$ cat src/rtl/fifo_arb_pkg.sv
// Shared types and helpers for the FIFO write-port arbiter.
// Holds the FSM state encoding and the producer data slicer.
package fifo_arb_pkg;

    typedef enum logic {
        IDLE  = 1'b0,
        BURST = 1'b1
    } arb_state_e;

    localparam int DW_MAX   = 64;
    localparam int NREQ_MAX = 8;
    // One spare slot keeps the variable part-select in range for any index.
    localparam int BUS_W    = (NREQ_MAX + 1) * DW_MAX;

    function automatic logic [DW_MAX-1:0] get_slice(
        input logic [BUS_W-1:0] bus,
        input int               idx,
        input int               dw
    );
        return bus[idx*dw +: DW_MAX];
    endfunction

endpackage

$ cat src/rtl/rr_picker.sv
// Combinational round-robin picker.
// Scans upward from last+1 (modulo NUM_REQ) for the first active request.
module rr_picker #(
    parameter int NUM_REQ = 4
) (
    input  logic [NUM_REQ-1:0]         i_req,
    input  logic [$clog2(NUM_REQ)-1:0] i_last,
    output logic                       o_valid,
    output logic [$clog2(NUM_REQ)-1:0] o_winner
);
    localparam int OW = $clog2(NUM_REQ);
    localparam int SW = OW + 1;

    logic [2*NUM_REQ-1:0] w_dbl;
    logic [NUM_REQ-1:0]   w_rot;
    logic [OW-1:0]        w_start;
    logic [SW-1:0]        w_sum;

    assign w_start = (i_last == OW'(NUM_REQ - 1)) ? '0 : i_last + 1'b1;
    assign w_dbl   = {i_req, i_req};
    assign w_rot   = w_dbl[w_start +: NUM_REQ];
    assign o_valid = |i_req;

    // Descending scan so the lowest rotated position wins.
    always_comb begin
        o_winner = '0;
        w_sum    = '0;
        for (int k = NUM_REQ - 1; k >= 0; k--) begin
            if (w_rot[k]) begin
                w_sum = {1'b0, w_start} + SW'(k);
                if (w_sum >= SW'(NUM_REQ)) begin
                    w_sum = w_sum - SW'(NUM_REQ);
                end
                o_winner = w_sum[OW-1:0];
            end
        end
    end

endmodule

$ cat src/rtl/fifo_wr_arbiter.sv
// Round-robin, burst-limited arbiter for a shared FIFO write port.
// Tracks free FIFO slots with credits so a registered write never overflows.
module fifo_wr_arbiter
    import fifo_arb_pkg::*;
#(
    parameter int NUM_REQ    = 4,
    parameter int DATA_WIDTH = 8,
    parameter int DEPTH      = 16,
    parameter int BURST_LEN  = 4
) (
    input  logic                            clk,
    input  logic                            rst,
    input  logic [NUM_REQ-1:0]              req,
    input  logic [NUM_REQ*DATA_WIDTH-1:0]   req_data,
    output logic [NUM_REQ-1:0]              req_ready,
    output logic                            fifo_wt_en,
    output logic [DATA_WIDTH-1:0]           fifo_wdata,
    input  logic                            fifo_rd_en,
    input  logic                            fifo_empty,
    input  logic                            fifo_overflow,
    output logic [$clog2(NUM_REQ)-1:0]      owner,
    output logic [$clog2(DEPTH+1)-1:0]      credits,
    output logic                            err_overflow
);
    localparam int OW = $clog2(NUM_REQ);
    localparam int CW = $clog2(DEPTH + 1);
    localparam int BW = $clog2(BURST_LEN + 1);

    arb_state_e            r_state;
    arb_state_e            w_state_nxt;
    logic [OW-1:0]         r_owner;
    logic [OW-1:0]         r_last;
    logic [BW-1:0]         r_beat;
    logic [CW-1:0]         r_credits;
    logic                  r_wt_en;
    logic [DATA_WIDTH-1:0] r_wdata;
    logic                  r_err;

    logic                  w_pick_vld;
    logic [OW-1:0]         w_pick_idx;
    logic                  w_req_own;
    logic                  w_xfer;
    logic                  w_ret;
    logic                  w_ret_full;
    logic                  w_ret_ok;
    logic                  w_last_beat;
    logic                  w_release;
    logic [BUS_W-1:0]      w_bus;

    rr_picker #(
        .NUM_REQ (NUM_REQ)
    ) u_pick (
        .i_req    (req),
        .i_last   (r_last),
        .o_valid  (w_pick_vld),
        .o_winner (w_pick_idx)
    );

    assign w_req_own   = req[r_owner];
    assign w_xfer      = (r_state == BURST) && w_req_own
                         && (r_credits != '0);
    assign w_ret       = fifo_rd_en && !fifo_empty;
    assign w_ret_full  = w_ret && (r_credits == CW'(DEPTH));
    assign w_ret_ok    = w_ret && !w_ret_full;
    assign w_last_beat = (r_beat == BW'(BURST_LEN - 1));
    assign w_release   = (r_state == BURST)
                         && (!w_req_own || (w_xfer && w_last_beat));

    always_comb begin
        w_bus = '0;
        w_bus[NUM_REQ*DATA_WIDTH-1:0] = req_data;
    end

    always_comb begin
        w_state_nxt = r_state;
        req_ready   = '0;
        case (r_state)
            IDLE: begin
                if (w_pick_vld) w_state_nxt = BURST;
            end
            BURST: begin
                req_ready[r_owner] = w_xfer;
                if (w_release) w_state_nxt = IDLE;
            end
        endcase
    end

    always_ff @(posedge clk or negedge rst) begin
        if (!rst) begin
            r_state <= IDLE;
            r_owner <= '0;
            r_last  <= OW'(NUM_REQ - 1);
            r_beat  <= '0;
        end else begin
            r_state <= w_state_nxt;
            if (r_state == IDLE && w_pick_vld) begin
                r_owner <= w_pick_idx;
                r_beat  <= '0;
            end else if (w_xfer) begin
                r_beat  <= r_beat + 1'b1;
            end
            if (w_release) r_last <= r_owner;
        end
    end

    // A return seen while already full is dropped and flagged.
    always_ff @(posedge clk or negedge rst) begin
        if (!rst) begin
            r_credits <= CW'(DEPTH);
            r_err     <= 1'b0;
        end else begin
            if (w_xfer && !w_ret_ok) begin
                r_credits <= r_credits - 1'b1;
            end else if (!w_xfer && w_ret_ok) begin
                r_credits <= r_credits + 1'b1;
            end
            r_err <= r_err | fifo_overflow | w_ret_full;
        end
    end

    always_ff @(posedge clk or negedge rst) begin
        if (!rst) begin
            r_wt_en <= 1'b0;
            r_wdata <= '0;
        end else begin
            r_wt_en <= w_xfer;
            if (w_xfer) begin
                r_wdata <= DATA_WIDTH'(get_slice(w_bus, int'(r_owner),
                                                 DATA_WIDTH));
            end
        end
    end

    assign fifo_wt_en   = r_wt_en;
    assign fifo_wdata   = r_wdata;
    assign owner        = r_owner;
    assign credits      = r_credits;
    assign err_overflow = r_err;

endmodule

$ cat config.mk
export PLATFORM = sky130hd
export DESIGN_NAME = fifo_wr_arbiter
export DESIGN_NICKNAME = d
export VERILOG_FILES = /design/src/rtl/fifo_arb_pkg.sv /design/src/rtl/rr_picker.sv /design/src/rtl/fifo_wr_arbiter.sv
export SDC_FILE = /design/constraint.sdc
export NUM_CORES = 1
export LEC_CHECK = 0
export ABC_AREA = 1
export BUFFER_PORTS_ARGS = -buffer_cell sky130_fd_sc_hd__buf_2
export CAP_MARGIN = 10
export CORE_MARGIN = 3
export CORE_UTILIZATION = 34
export CTS_CLUSTER_DIAMETER = 150
export DETAILED_ROUTE_END_ITERATION = 7
export PLACE_DENSITY = 0.63
export SETUP_SLACK_MARGIN = 0.3
export SLEW_MARGIN = 20
export SYNTH_ARGS = -nofsm -noshare
export SYNTH_HDL_FRONTEND = slang
export SYNTH_SLANG_ARGS = --single-unit
$ cat constraint.sdc
create_clock -name clk -period 3 [get_ports clk]
set_clock_uncertainty 0.15 [all_clocks]
set_input_delay 0.3 -clock clk [delete_from_list [all_inputs] [get_ports clk]]
set_output_delay 0.3 -clock clk [all_outputs]
set_load 0.05 [all_outputs]
==> results of run 1 <==
power groups by stage:
| stage | registers, mW | logic [mW] | clock network, mW |
|---|---|---|---|
| after floorplan | 0.958 | 1.14 | 0 |
| after global placement | 0.653 | 1.82 | 0 |
| after detailed placement | 0.657 | 1.83 | 0 |
| after CTS | 0.658 | 1.85 | 0.203 |
| after global routing | 0.688 | 2.05 | 0.214 |
| final | 0.656 | 1.85 | 0.194 |
how the worst max path moves through the flow:
stage	start	to	cells after the start
floorplan	owner[1]	req_ready[0]	8
global placement	owner[0]	req_ready[3]	9
detailed placement	owner[0]	req_ready[2]	9
CTS	owner[1]	req_ready[2]	9
global route	owner[1]	req_ready[3]	9
finish	owner[1]	req_ready[3]	9
kinds of logic after synthesis:
group / share of synthesized area [%]
DFF: 36.75
adders and majority gates: 4.762
buffers and inverters: 8.254
and+or+nand+nor: 32.62
AOI/OAI and AO/OA: 14.29
xor gates and xnor gates: 3.333
registers in the layout, summed over array words and instances (netlist names):
signal and cells:
owner 2, r_beat 3, r_state 1, credits 5, r_last 2, err_overflow 1
fifo_wdata 8, fifo_wt_en 1
area by class of cell:
class / count / area (µm²)
clock buffers: 4 / 45.04
well taps: 52 / 65.06
flip-flops and latches: 23 / 581.8
inverters: 23 / 86.33
fillers: 450 / 2415
multi-input cells: 150 / 867.1
repair buffers: 66 / 354.1
cell usage after synthesis (all sizes together):
cell / count
buf: 4
dfrtp: 20
nand4: 3
a22oi: 8
a22o: 1
dfstp: 3
nand2: 41
o31ai: 1
inv: 23
clkbuf: 4
xor2: 4
nor2: 22
nor3: 4
nand3: 32
nor4: 1
nand2b: 1
a41oi: 8
xnor2: 2
o21ai: 13
ha: 6
a21oi: 2
nand3b: 1
critical path: stages (launching register included):
cell     delay [ns]
dfrtp_2        0.53
inv_1          0.16
nand3_1        0.10
nand2_2        0.10
nor2_4         0.05
nor2_8         0.08
buf_6          0.21
inv_2          0.09
nor3_1         0.24
buf_4          0.26
stage by stage:
stage                     setup WS (ns)  util [%]
after floorplan                 0.05505         -
after global placement           0.4630     43.62
after detailed placement         0.4275     43.62
after CTS                        0.3422     45.10
after global routing             0.2995     45.29
final                            0.4551     45.29
per-layer routing:
layer	track usage [%]	up-vias	routed length [µm]
met4	4.628	0	45
met2	24.51	59	1895
met3	2.703	6	292
met5	0	-	0
li1	-	818	-
met1	21.70	733	1837
repair_timing:
item | 4_1_cts | 5_1_grt
hold buffers | 1 | 0
pin swaps | 1 | 0
setup buffers | 1 | 0
resized for setup | 2 | 5
setup endpoints to repair | 4 | 4
hold endpoints to repair | 20 | 0
cloned | 0 | 0
==> out/qor.csv, run 1 <==
metric,value,unit
status,"finished, final reports clean",
Initial Utilization,35.71,%
CP arrival,2.09,ns
GRT Total Usage,15.52,%
share of cells above drive strength 1,32.71,%
"commonest cells after routing, fill and taps aside","buf_2 (59), nand2_1 (37), nand3_1 (31), inv_1 (21), dfrtp_1 (18)",
worst reg2reg path endpoint,credits[3],
Mapped Avg Cell Area,7.728,µm²
Synth area leaders,"dfrtp_1 (32%), nand3_1 (9.8%), nand2_1 (8.8%)",
vias per inst,5.082,
Non-Filler Instances,318,
Nets,314,
net load switching power,1.531,mW
Overflow after GRT,0,
Final Cycle Share,84.83,%
hold path depth,2,
power per cell area,1350,nW/µm²
LEAKAGE,1.014,nW
num rows,24,
worst hold endpoint,err_overflow,
Hold/Removal Path Class,in -> reg,
Crit Path Class,reg -> out,
FF-to-FF Start,owner[1],
worst skew pair latency,0.26,ns
DR vias,1616,
"Design Area, Final",1999,µm²
Synth area leader,dfrtp_1,
Peak VDD IR,0.0004696,V
root buf cell,clkbuf_8,
Num CTS Buffers,3,
"Req. time, crit path",2.55,ns
nature of the critical path startpoint,flop,
final wirelength,4071,µm
synth unique cells,32,
Max transition margin,64.11,%
Mapped Cells,204,
"commonest non-fill, non-tap cell in the layout",buf_2,
Slew Limit Fails,0,
DRC,0,
vias in the first global route,1467,
min-delay src,fifo_empty,
worst r2r path cells,12,
final hold vios,0,
IO buf count,61,
Logic pwr share,68.5,%
crit end category,primary output,
syn nets,251,
clock network power share,7.2,%
sequential power share,24.3,%
GPL Wtd Cong,0.8151,
CTS max path bufs,2,
P_int,1.169,mW
"Seq/Total Area, Yosys",36.75,%
initial antenna violation count,0,
die height,74.10,µm
endpoints failing setup,0,
Fmax,392.9,MHz
TritonRoute pass-1 iters,4,
area of placed instances,1926,µm²
Min Hold Slack,0.07546,ns
Final min period,2.545,ns
io pins,62,
H-tree depth,1,
Post-Synthesis Cell Area,1577,µm²
number of diodes,0,
CTS sink cnt,23,
Layout Area Growth over Synthesis,26.83,%
#FFs+latches synth,23,
Ys Warns,0,
Antenna Nets Post-Route,0,
overall power,2.700,mW
largest net degree at the start of global routing,26,
transition time of the tightest slew-check pin,0.5364,ns
share of the synthesized area in the top cell type,31.75,%
unrepaired setup endpoints after global routing,yes,
DRT iter0 DRCs,59,
detailed-route wire length per cell,12.80,µm
Die W,74.10,µm
Sw Share,56.71,%
max-cap viol count,0,
die area,5490,µm²
Worst R2R Setup Slack,0.62,ns
# placed instances,312,
crit path max fanout,25,
core area,4414,µm²
first-pass GRT wire length,6734,µm
CTS tree,built,
Worst-path clk slew,0.08,ns
Final HPWL DP,3127,µm
Setup TNS,0,ns
(Power assumes the default switching activity.)
==> inputs of run 2 (changes only) <==
Settings changed: PLACE_DENSITY 0.63 to 0.66.
Clock period 3 ns to 2.29 ns, I/O delays scaled along.
==> run 2 against run 1 <==
  * Count of clock-buffer cells in the layout is the same
  * Via count grew 0.50%
  * Global-route usage grew 0.54 points
  * Combinational power grew 54%
  * Worst setup slack lost 0.23 ns
  * Sequential cell count is the same
  * Cell area grew 12%
  * Total power grew 46%
  * Utilization grew 5.2 points
  * Routed wire length grew 0.81%
  * Critical path type is now reg -> reg
==> out/qor.csv, run 2 (same netlist as run 1, synthesis figures left out) <==
metric,value,unit,change
Overflow after GRT,0,,unchanged
DRC,0,,unchanged
final wirelength,4104,µm,+0.81%
Buffers & Inverters on Critical Path,1,,-3
Num CTS Buffers,3,,unchanged
Max transition margin,64.13,%,about the same
Min Hold Slack,0.1083,ns,+0.03283 ns
Initial Utilization,35.71,%,unchanged
Filler Cell Count,410,,-8.9%
critical path startpoint,owner[1],,
Top Layer Used,met4,,
TritonRoute pass-1 iters,4,,unchanged
Worst-path clk slew,0.09,ns,about the same
pre-CTS WS,0.1706,ns,-0.2569 ns
H-tree depth,1,,unchanged
WL met2,1910,µm,+0.79%
nature of the critical path startpoint,flop,,
FF-to-FF Start,owner[1],,
wl on met1,1875,µm,+2.1%
Final min period,2.064,ns,
CP arrival,2.12,ns,+0.03 ns
initial antenna violation count,0,,unchanged
Multi-input gate area,967.2,µm²,+12%
core area,4414,µm²,unchanged
status,"finished, final reports clean",,
CTS sink cnt,23,,unchanged
worst skew pair latency,0.27,ns,about the same
first-pass GRT wire length,6955,µm,+3.3%
root buf cell,clkbuf_8,,
unrepaired setup endpoints after global routing,yes,,
slowest library cell on the worst path,dfrtp_2,,
vias in the first global route,1556,,+6.1%
number of diodes,0,,unchanged
"commonest non-fill, non-tap cell in the layout",buf_2,,
worst reg2reg path endpoint,credits[4],,
Slew Limit Fails,0,,unchanged
transition time of the tightest slew-check pin,0.5380,ns,+0.001596 ns
met3 WL,282,µm,-3.4%
Final HPWL DP,3107,µm,-0.65%
WP depth,13,,+4
CP Cell Sequence,"nand3_1, nand2_2, nor2_4, nor2_8, ha_4, ha_4, inv_1, nor2_1, nand2_2, nand2_1, nand2_1, nand3_1, nand2_1",,
power per cell area,1762,nW/µm²,+31%
DR vias,1624,,+0.50%
CTS max path bufs,2,,unchanged
Nets,327,,+4.1%
worst r2r path cells,13,,+1
CP max stage delay,0.47,ns,-0.06 ns
Crit Path Class,reg -> reg,,
LEAKAGE,1.087,nW,+7.2%
GPL Wtd Cong,0.8945,,+9.7%
overall power,3.930,mW,+46%
Fmax,484.6,MHz,
final hold vios,0,,unchanged
Die W,74.10,µm,unchanged
vias per inst,4.906,,-3.5%
"Req. time, crit path",2.35,ns,-0.20 ns
die height,74.10,µm,unchanged
die area,5490,µm²,unchanged
Setup TNS,0,ns,unchanged
io pins,62,,unchanged
kind of cell adding the most delay to the critical path,simple AND/OR/NAND/NOR gates,,
"commonest cells after routing, fill and taps aside","buf_2 (57), nand2_1 (34), nand3_1 (31), inv_1 (18), nor2_1 (16)",,
endpoints failing setup,0,,unchanged
Antenna Nets Post-Route,0,,unchanged
final setup margin,0.2262,ns,-0.2288 ns
Critical Path Most Common Cell,nand2_1,,
share of cells above drive strength 1,42.29,%,+9.6 points
largest net degree at the start of global routing,25,,-3.8%
num rows,24,,unchanged
crit path max fanout,5,,-80%
detailed-route wire length per cell,12.40,µm,-3.1%
DRT iter0 DRCs,68,,+15%
min-delay src,req_data[26],,
crit end category,flop,,
CTS tree,built,,
Peak VDD IR,0.0006053,V,+29%
max-cap viol count,0,,unchanged
IO buf count,61,,unchanged
Layout Area Growth over Synthesis,41.43,%,
Final Cycle Share,90.12,%,
Hold/Removal Path Class,in -> reg,,
CP endpoint,credits[4],,
max reg flops,8,,unchanged
Worst R2R Setup Slack,0.23,ns,-0.39 ns
FF/Latch Area,585.6,µm²,+0.65%
GRT Total Usage,16.05,%,+0.54 points
[run 2: cell types whose count changed in the layout (fill, tap and decap cells not counted), sizes merged]
cell         before  now
dlygate4sd3       1    3
buf              65   76
[run 2: worst min-delay path by stage]
stage	endpoint	slack (ns)	cells past startpoint
floorplan	credits[0]	-0.22	0
global placement	fifo_wdata[1]	0.09	1
detailed placement	fifo_wt_en	0.1	1
CTS	fifo_wdata[2]	0.11	3
global route	fifo_wdata[7]	0.11	3
finish	fifo_wdata[2]	0.11	3
[run 2: metal layers]
| metal | GRT usage, % | vias to the layer above |
|---|---|---|
| met2 | 26.77 | 52 |
| li1 | - | 849 |
| met4 | 3.622 | 0 |
| met5 | 0 | - |
| met3 | 2.973 | 5 |
| met1 | 21.66 | 718 |
[run 2: where the power goes]
group | internal, mW | switching (mW)
Clock | 0.124 | 0.137
Combinational | 1.01 | 1.84
Sequential | 0.632 | 0.186
[run 2: through the flow]
stage	utilization (%)	area, µm²	cells
floorplan	-	1665	204
global placement	45.69	2017	315
detailed placement	45.69	2017	315
CTS	49.66	2192	329
global route	50.51	2230	331
finish	50.51	2230	331
[run 2: timing repair]
item                       4_1_cts  5_1_grt
hold endpoints to repair        21        0
hold buffers                     3        0
resized for setup               12       10
setup buffers                    7        2
pin swaps                        8        4
setup endpoints to repair        7       15
[run 2: cell type report]
| class | instances | area share, % |
|---|---|---|
| timing repair buffer | 79 | 21.21 |
| multi-input combinational | 150 | 43.38 |
| tap | 52 | 2.918 |
| sequential | 23 | 26.26 |
| clock buffer | 4 | 2.020 |
| inverter | 23 | 4.209 |
[run 2: worst register-to-register path: stages (launching register included)]
cell and delay, ns:
dfrtp_2 0.47, nand3_1 0.12, nand2_2 0.07, nor2_4 0.17, nor2_8 0.07, ha_4 0.19
ha_4 0.28, inv_1 0.05, nor2_1 0.14, nand2_2 0.07, nand2_1 0.05, nand2_1 0.05
nand3_1 0.07, nand2_1 0.05
==> inputs of run 3 (changes only) <==
Settings changed: CORE_ASPECT_RATIO from default to 0.75.
==> run 3 against run 2 <==
  * Register-to-register slack about the same
  * Count of clock-buffer cells in the layout unchanged
  * First-iteration DRC count increased by 31%
  * Sequential power about the same
  * Cell area up 3.0%
  * Largest power group unchanged
  * Highest routed layer unchanged
==> out/qor.csv, run 3 (same netlist as run 1, synthesis figures left out) <==
metric,value,unit,change
num rows,20,,-17%
slowest library cell on the worst path,dfstp_2,,
CTS sink cnt,23,,unchanged
worst r2r path cells,13,,unchanged
crit end category,flop,,
DRC,0,,unchanged
endpoints failing setup,0,,unchanged
hold path depth,3,,unchanged
fin util,53.97,%,+3.5 points
final wirelength,4394,µm,+7.1%
max reg flops,8,,unchanged
CP max stage delay,0.55,ns,+0.08 ns
Fmax,482.1,MHz,-0.51%
Initial Utilization,37.06,%,+1.3 points
"commonest cells after routing, fill and taps aside","buf_2 (57), nand2_1 (34), nand3_1 (31), buf_4 (19), inv_1 (18)",,
vias in the first global route,1596,,+2.6%
overall power,4.158,mW,+5.8%
Worst-path clk slew,0.09,ns,about the same
crit path max fanout,4,,-1
net load switching power,2.270,mW,+4.9%
CP Cell Sequence,"nand3b_1, nand2_2, nor2_8, ha_4, xor2_2, ha_2, inv_2, nand2_2, nand2_2, nand2_1, nand2_1, nand3_1, nand2_1",,
area of placed instances,2021,µm²,+0.19%
Nets,332,,+1.5%
Final Cycle Share,90.58,%,+0.46 points
Buffers & Inverters on Critical Path,1,,unchanged
Non-Filler Instances,339,,+2.4%
LEAKAGE,1.119,nW,+3.0%
Filler Cell Count,430,,+4.9%
Final HPWL DP,3129,µm,+0.71%
P_int,1.888,mW,+7.0%
unrepaired setup endpoints after global routing,yes,,
Slew Limit Fails,0,,unchanged
H-tree depth,1,,unchanged
critical path startpoint,credits[4],,
CTS tree,built,,
GPL Wtd Cong,0.8188,,-8.5%
die height,64.97,µm,-12%
transition time of the tightest slew-check pin,0.5206,ns,-0.01743 ns
vias per inst,5.015,,+2.2%
io pins,62,,unchanged
worst reg2reg path endpoint,credits[4],,
# placed instances,318,,+0.95%
CP arrival,2.13,ns,about the same
max-cap viol count,0,,unchanged
status,"finished, final reports clean",,
share of cells above drive strength 1,44.37,%,+2.1 points
core area,4254,µm²,-3.6%
Overflow after GRT,0,,unchanged
Logic pwr share,74.1,%,+1.6 points
DR vias,1700,,+4.7%
die area,5498,µm²,+0.15%
WP depth,13,,unchanged
FF-to-FF Start,credits[4],,
Max transition margin,65.29,%,+1.2 points
Antenna Nets Post-Route,0,,unchanged
detailed-route wire length per cell,12.96,µm,+4.5%
root buf cell,clkbuf_8,,
first-pass GRT wire length,7258,µm,+4.4%
Hold/Removal Path Class,in -> reg,,
CTS max path bufs,2,,unchanged
worst skew pair latency,0.27,ns,about the same
initial antenna violation count,0,,unchanged
final hold vios,0,,unchanged
Final min period,2.074,ns,+0.01052 ns
kind of cell adding the most delay to the critical path,simple AND/OR/NAND/NOR gates,,
Layout Area Growth over Synthesis,45.63,%,
Setup TNS,0,ns,unchanged
Num CTS Buffers,3,,unchanged
GRT Total Usage,16.16,%,+0.10 points
number of diodes,0,,unchanged
sequential power share,19.7,%,-1.1 points
clock network power share,6.2,%,-0.5 points
CP endpoint,credits[4],,
Crit Path Class,reg -> reg,,
largest net degree at the start of global routing,25,,unchanged
DRT iter0 DRCs,89,,+31%
Die W,84.63,µm,+14%
"Req. time, crit path",2.35,ns,about the same
IO buf count,61,,unchanged
nature of the critical path startpoint,flop,,
Worst R2R Setup Slack,0.22,ns,about the same
"commonest non-fill, non-tap cell in the layout",buf_2,,
Sw Share,54.60,%,-0.48 points
Peak VDD IR,0.0008087,V,+34%
power per cell area,1811,nW/µm²,+2.8%
"Design Area, Final",2296,µm²,+3.0%
TritonRoute pass-1 iters,5,,+1
-- run 3: cell types whose count changed in the layout (fill, tap and decap cells not counted), sizes merged --
cell,previous run,this run
nor2,22,23
dlygate4sd3,3,2
buf,76,81
-- run 3: worst min path at each step --
stage | from | endpoint | slack, ns
after floorplan | rst | credits[0] | -0.22
after global placement | rst | fifo_wt_en | 0.09
after detailed placement | rst | fifo_wt_en | 0.09
after CTS | fifo_overflow | err_overflow | 0.01
after global routing | fifo_overflow | err_overflow | 0.01
final | fifo_overflow | err_overflow | 0.009
-- run 3: timing repair --
item,in CTS,in global routing
gates resized for setup,14,17
hold buffers,2,0
cloned,0,1
setup endpoints to repair,9,13
setup buffers,10,4
pin swaps,10,9
hold endpoints to repair,21,0
-- run 3: area by class of cell --
cell class	count	area (µm²)	area share (%)
Tap cell	55	68.82	2.997
Timing Repair Buffer	83	508.0	22.13
Inverter	23	96.34	4.196
Sequential cell	23	585.6	25.50
Multi-Input combinational cell	151	992.2	43.22
Clock buffer	4	45.04	1.962
-- run 3: stage by stage --
stage                     hold WS (ns)  setup slack (ns)
final                         0.009326            0.2157
after global routing           0.01164           0.08871
after CTS                      0.01023            0.2198
after detailed placement       0.08826            0.1509
after global placement         0.09118            0.1846
after floorplan                -0.2166          -0.05810
-- run 3: power by group through the flow --
stage               Combinational (mW)  Sequential, mW  Clock, mW
floorplan                         1.64            1.27          0
global placement                  2.61           0.823          0
detailed placement                2.61           0.824          0
CTS                               2.84           0.806      0.266
global route                      3.38           0.854      0.289
finish                            3.08           0.819      0.259
-- run 3: routing by layer --
layer  up-vias  wire length (µm)  track usage [%]
met4         0                23            2.964
li1        855                 -                -
met2        67              2013            27.83
met1       776              2023            21.11
met3         2               334            3.431
met5         -                 0                0
-- run 3: worst register-to-register path, cell delays in order (launching register included) --
cell and delay [ns]:
dfstp_2 0.55, nand3b_1 0.12, nand2_2 0.09, nor2_8 0.17, ha_4 0.21, xor2_2 0.17
ha_2 0.19, inv_2 0.03, nand2_2 0.06, nand2_2 0.05, nand2_1 0.05, nand2_1 0.05
nand3_1 0.07, nand2_1 0.05
